===== src/rtl/regfile_wb_arbiter.sv =====
// rtl/regfile_wb_arbiter.sv - two-port writeback arbiter with pending-write scoreboard (optional WB_BYPASS_EN)
module regfile_wb_arbiter #(
  parameter int XLEN = 32,
  parameter int AW   = 5
) (
  input  logic            clk,
  input  logic            reset,
  input  logic            a_valid,
  output logic            a_ready,
  input  logic [AW-1:0]   a_rd,
  input  logic [XLEN-1:0] a_data,
  input  logic            b_valid,
  output logic            b_ready,
  input  logic [AW-1:0]   b_rd,
  input  logic [XLEN-1:0] b_data,
  output logic            rf_we,
  output logic [AW-1:0]   rf_rd,
  output logic [XLEN-1:0] rf_wdata,
  input  logic            mark_valid,
  input  logic [AW-1:0]   mark_rd,
  input  logic [AW-1:0]   rs1,
  input  logic [AW-1:0]   rs2,
  output logic            rs1_busy,
  output logic            rs2_busy,
  output logic            mark_busy,
  output logic            byp_valid,
  output logic [XLEN-1:0] byp_data
);

  localparam int NREG = 1 << AW;

  // Round-robin pointer: 0 favours A, 1 favours B on the next contended cycle.
  logic            rr_b;
  logic            grant_a;
  logic            grant_b;
  logic [AW-1:0]   win_rd;
  logic [XLEN-1:0] win_data;
  logic [NREG-1:0] pending;
  logic [NREG-1:0] pending_nxt;

  // Grant selection: an uncontested requester always wins, contention uses the pointer.
  always_comb begin
    grant_a  = a_valid && (!b_valid || !rr_b);
    grant_b  = b_valid && (!a_valid || rr_b);
    win_rd   = grant_b ? b_rd : a_rd;
    win_data = grant_b ? b_data : a_data;
  end

  assign a_ready = grant_a;
  assign b_ready = grant_b;

  // Pointer flips only when both sides competed, so neither waits more than one cycle.
  always_ff @(posedge clk or posedge reset) begin
    if (reset) begin
      rr_b <= 1'b0;
    end else if (a_valid && b_valid) begin
      rr_b <= ~rr_b;
    end
  end

  // Registered write port; x0 writes are loaded but never strobed.
  always_ff @(posedge clk or posedge reset) begin
    if (reset) begin
      rf_we    <= 1'b0;
      rf_rd    <= '0;
      rf_wdata <= '0;
    end else if (grant_a || grant_b) begin
      rf_we    <= (win_rd != '0);
      rf_rd    <= win_rd;
      rf_wdata <= win_data;
    end else begin
      rf_we    <= 1'b0;
    end
  end

  // Scoreboard update: clear on commit, then set on reservation so a same-index set wins.
  always_comb begin
    pending_nxt = pending;
    if (rf_we) begin
      pending_nxt[rf_rd] = 1'b0;
    end
    if (mark_valid && (mark_rd != '0)) begin
      pending_nxt[mark_rd] = 1'b1;
    end
    pending_nxt[0] = 1'b0;
  end

  // Scoreboard state register.
  always_ff @(posedge clk or posedge reset) begin
    if (reset) begin
      pending <= '0;
    end else begin
      pending <= pending_nxt;
    end
  end

  assign rs2_busy  = pending[rs2];
  assign mark_busy = pending[mark_rd];

`ifdef WB_BYPASS_EN
  // A commit in flight to rs1 can be forwarded, so rs1 is not reported busy then.
  assign byp_valid = rf_we && (rf_rd == rs1) && (rs1 != '0);
  assign byp_data  = rf_wdata;
  assign rs1_busy  = pending[rs1] && !byp_valid;
`else
  assign byp_valid = 1'b0;
  assign byp_data  = '0;
  assign rs1_busy  = pending[rs1];
`endif

endmodule


===== config.mk =====
export PLATFORM = sky130hd
export DESIGN_NAME = regfile_wb_arbiter
export DESIGN_NICKNAME = d
export VERILOG_FILES = /design/src/rtl/regfile_wb_arbiter.sv
export SDC_FILE = /design/constraint.sdc
export NUM_CORES = 1
export LEC_CHECK = 0
export BUFFER_PORTS_ARGS = -buffer_cell sky130_fd_sc_hd__buf_4
export CAP_MARGIN = 5
export CORE_ASPECT_RATIO = 0.9
export CORE_UTILIZATION = 45
export CTS_BUF_LIST = sky130_fd_sc_hd__clkbuf_4 sky130_fd_sc_hd__clkbuf_8
export DETAILED_ROUTE_END_ITERATION = 12
export PLACE_DENSITY = 0.71
export REMOVE_ABC_BUFFERS = 1
export SYNTH_ARGS = -nofsm -noshare
export SYNTH_HDL_FRONTEND = slang
export SYNTH_SLANG_ARGS = --single-unit

===== constraint.sdc =====
create_clock -name clk -period 3.7 [get_ports clk]
set_input_delay 0.555 -clock clk [delete_from_list [all_inputs] [get_ports clk]]
set_output_delay 0.555 -clock clk [all_outputs]
set_load 0.02 [all_outputs]

==> results.md <==
* Clock Skew at 0.01211 ns
* # IOs at 170
* Placed insts at 719
* Most common cell in the netlist: dfrtp_1
* Final period util at 0.7723
* # fillers at 842
* Root Buffer: clkbuf_8
* Vias in the first global route at 4,137
* Outcome: finished, final reports clean
* Crit path launch type: primary input
* Total GRT Usage at 0.2607
* CP arrival at 2.30 ns
* Port Buffers at 136
* Die X at 106.9 um
* Vias per cell at 5.872
* Crit. End Element: output port
* Clock transition at the registers of the reported paths at 0.08 ns
* Die H at 96.44 um
* Post-synthesis sequential area ratio at 0.3928
* Routed Antenna Nets at 0
* Compound-Gate Fraction of Synth Area at 0.2256
* Worst r2r src: rr_b$_DFFE_PP0P_
* Crit-path leading delay family: multiplexers
* Max-slew violation count at 0
* Final setup margin at 0.8424 ns
* Flop2flop setup slack at 1.83 ns
* Synthesized instance count at 490
* Slew @ Worst Pin at 0.7007 ns
* Grt total ovfl at 0
* Yosys warns at 0
* Via Count at 4,316
* Core area at 9657 um^2
* Synth Area in Simple Gates at 0.1198
* Setup tns final at 0 ns
* Drt wl/cell at 17.88 um
* Largest family of logic cells by synthesized area: compound AO/OA/AOI/OAI gates
* Min-delay worst type: in -> async
* Largest net degree at the start of global routing at 45
* Post-synth ARST share at 1.000
* Die area at 10,310 um^2
* Most used cell along the critical path: buf_4
* Dpl cell area at 5390 um^2
* Crit-path max cell delay at 0.59 ns
* Synth Cell Area at 4459 um^2
* CTS tree: done
* Critical path launch point: mark_rd[0]
* Top cells by count, synth: dfrtp_1, o21ai_0, inv_1
* Main synth FF type: dfrtp_1
* Design area at 5618 um^2
* Clock sink count at 70
* Synth Area in XOR/XNOR at 0.001964
* Yosys cell types at 39
* Post-detail-place hpwl at 9338 um
* DRC at 0
* Slew margin rel. at 0.5322
* RSZ-0062 raised after global routing: false
* Post-CTS setup buffer count at 0
* Reg-to-reg endpoint: rf_wdata[0]$_DFFE_PP0P_
* Cts hold-fix bufs at 0
* Adder-cell share of the synthesized area at 0
* Max cap viols at 0
* Slowest CP cell: mux4_1
* Maximum root-to-sink buffer count at 2
* Kind of critical path: in -> out
* H-tree depth at 3
* Syn-to-layout area delta at 25.98%
* EDFF count, synth at 0
* Largest area contributor in the netlist: dfrtp_1
* Post-synth top area share at 0.3928
* Leakage at 2.539 nW
* # rows at 34
* Worst R2R Path Depth at 6
* CP required at 3.14 ns
* Avg Cell Area, Syn at 9.101 um^2
* # diodes at 0
* Placer Congestion at 0.9210
* CP Depth at 6
* Setup violations, final at 0
* Drt pass-1 iters at 7
* Clock Latency Late Sink at 0.34 ns
* CP Cell Sequence: buf_4 > mux4_1 > mux2_2 > and3_1 > or3_1 > buf_4
* Initial Util at 0.4618
* Detailed-route wire length at 13,140 um
* Final net count at 698
* Mux contribution to synthesized area at 0.1336
* Pwr per Cell Area at 604.0 nW/um^2
* Share of cells above drive strength 1 at 0.3103
* Hold WS at 0.3199 ns
* Fin cells at 735
* Initial antenna violation count at 0
* Synth Register Bits at 70
* Dpl ws at 0.8576 ns
* Crit-path max FO at 12
* CP bufs+invs at 2
* Top cells by area, synth: dfrtp_1, mux4_2, o21ai_0, buf_4, o22ai_1
* Maximum clock frequency at 349.9 MHz
* Clock buffer count from CTS at 9
* Minimum clock period at 2.858 ns
* Initial DRC count at 266
* Final Hold Vio Count at 0
* Post-CTS Resized at 0
* First-pass GRT wire length at 20,710 um
* Max VDD drop at 274.8 uV
* Worst Setup EP: mark_busy
## routing by layer
| layer | up-vias | part of all wire | track usage |
|---|---|---|---|
| met5 | - | 0 | 0 |
| met4 | 0 | 0.024 | 0.1027 |
| met3 | 36 | 0.11 | 0.08585 |
| met2 | 237 | 0.48 | 0.4398 |
| met1 | 2073 | 0.38 | 0.3115 |
| li1 | 1970 | - | - |
## per-stage QoR
step / power [mW] / util
floorplan: 2.058 / -
global placement: 2.634 / 0.5582
detailed placement: 2.672 / 0.5582
CTS: 3.378 / 0.5818
global route: 3.574 / 0.5818
finish: 3.393 / 0.5818
## layout make-up
type / instances / area, um^2 / share of cell area
Clock inverter: 5 / 82.58 / 0.01470
Inverter: 39 / 146.4 / 0.02606
Multi-Input combinational cell: 342 / 2268 / 0.4038
Sequential cell: 70 / 1752 / 0.3118
Tap cell: 126 / 157.7 / 0.02806
Clock buffer: 11 / 145.1 / 0.02584
Timing Repair Buffer: 142 / 1066 / 0.1898
## worst min path at each step
stage,depth (start not counted),startpoint,slack (ns),to
5_1_grt,2,reset,0.37,rf_wdata[30]$_DFFE_PP0P_
3_5_place_dp,2,pending[12]$_DFF_PP0_,0.55,pending[12]$_DFF_PP0_
6_report,2,reset,0.32,rf_wdata[30]$_DFFE_PP0P_
2_1_floorplan,2,pending[9]$_DFF_PP0_,0.50,pending[9]$_DFF_PP0_
4_1_cts,2,reset,0.33,rf_wdata[30]$_DFFE_PP0P_
3_3_place_gp,2,pending[16]$_DFF_PP0_,0.56,pending[16]$_DFF_PP0_
## power breakdown
group | switching (mW) | internal (mW)
sequential | 0.327 | 1.04
combinational | 0.684 | 0.638
clock | 0.298 | 0.407
## cells in the final DEF, fill, tap and decap left out, drive strengths merged, types with 2 or more instances in the layout
cell type	Yosys	routed
or3b	2	2
mux4	21	21
and4b	2	2
dfrtp	70	70
nor2b	7	7
mux2	4	4
nor4bb	2	2
nor3	2	2
a2111oi	2	2
nand2	16	16
buf	44	142
nor2	38	38
a21oi	33	33
a31oi	32	32
bufinv	0	2
nand4	5	5
o21ai	62	62
clkinv	0	3
o221a	5	5
nand4b	2	2
conb	1	33
nand2b	4	4
mux2i	7	7
a221oi	2	2
inv	39	39
clkbuf	27	11
nand3	9	9
or4	3	3
o22ai	33	33
or3	2	2
nand3b	8	8
## worst register-to-register path, stage by stage (launching register included)
cell and delay, ns:
dfrtp_1 0.33, buf_4 0.35, nand2_1 0.25, nand2_1 0.15, buf_4 0.38, o22ai_1 0.15, a31oi_1 0.19
## flip-flops by register name (all words and copies together), names as in the netlist
| register | cells |
|---|---|
| pending | 31 |
| rf_we | 1 |
| rf_wdata | 32 |
| rf_rd | 5 |
| rr_b | 1 |
## cell families (layout without fill, tap and decap cells)
logic type | count (synthesis) | after routing
and+or+nand+nor | 103 | 103
AOI/OAI and AO/OA | 173 | 173
muxes | 32 | 32
DFF | 70 | 70
buffers and inverters | 110 | 197
other | 1 | 33
xor gates and xnor gates | 1 | 1
(Power assumes the default switching activity.)
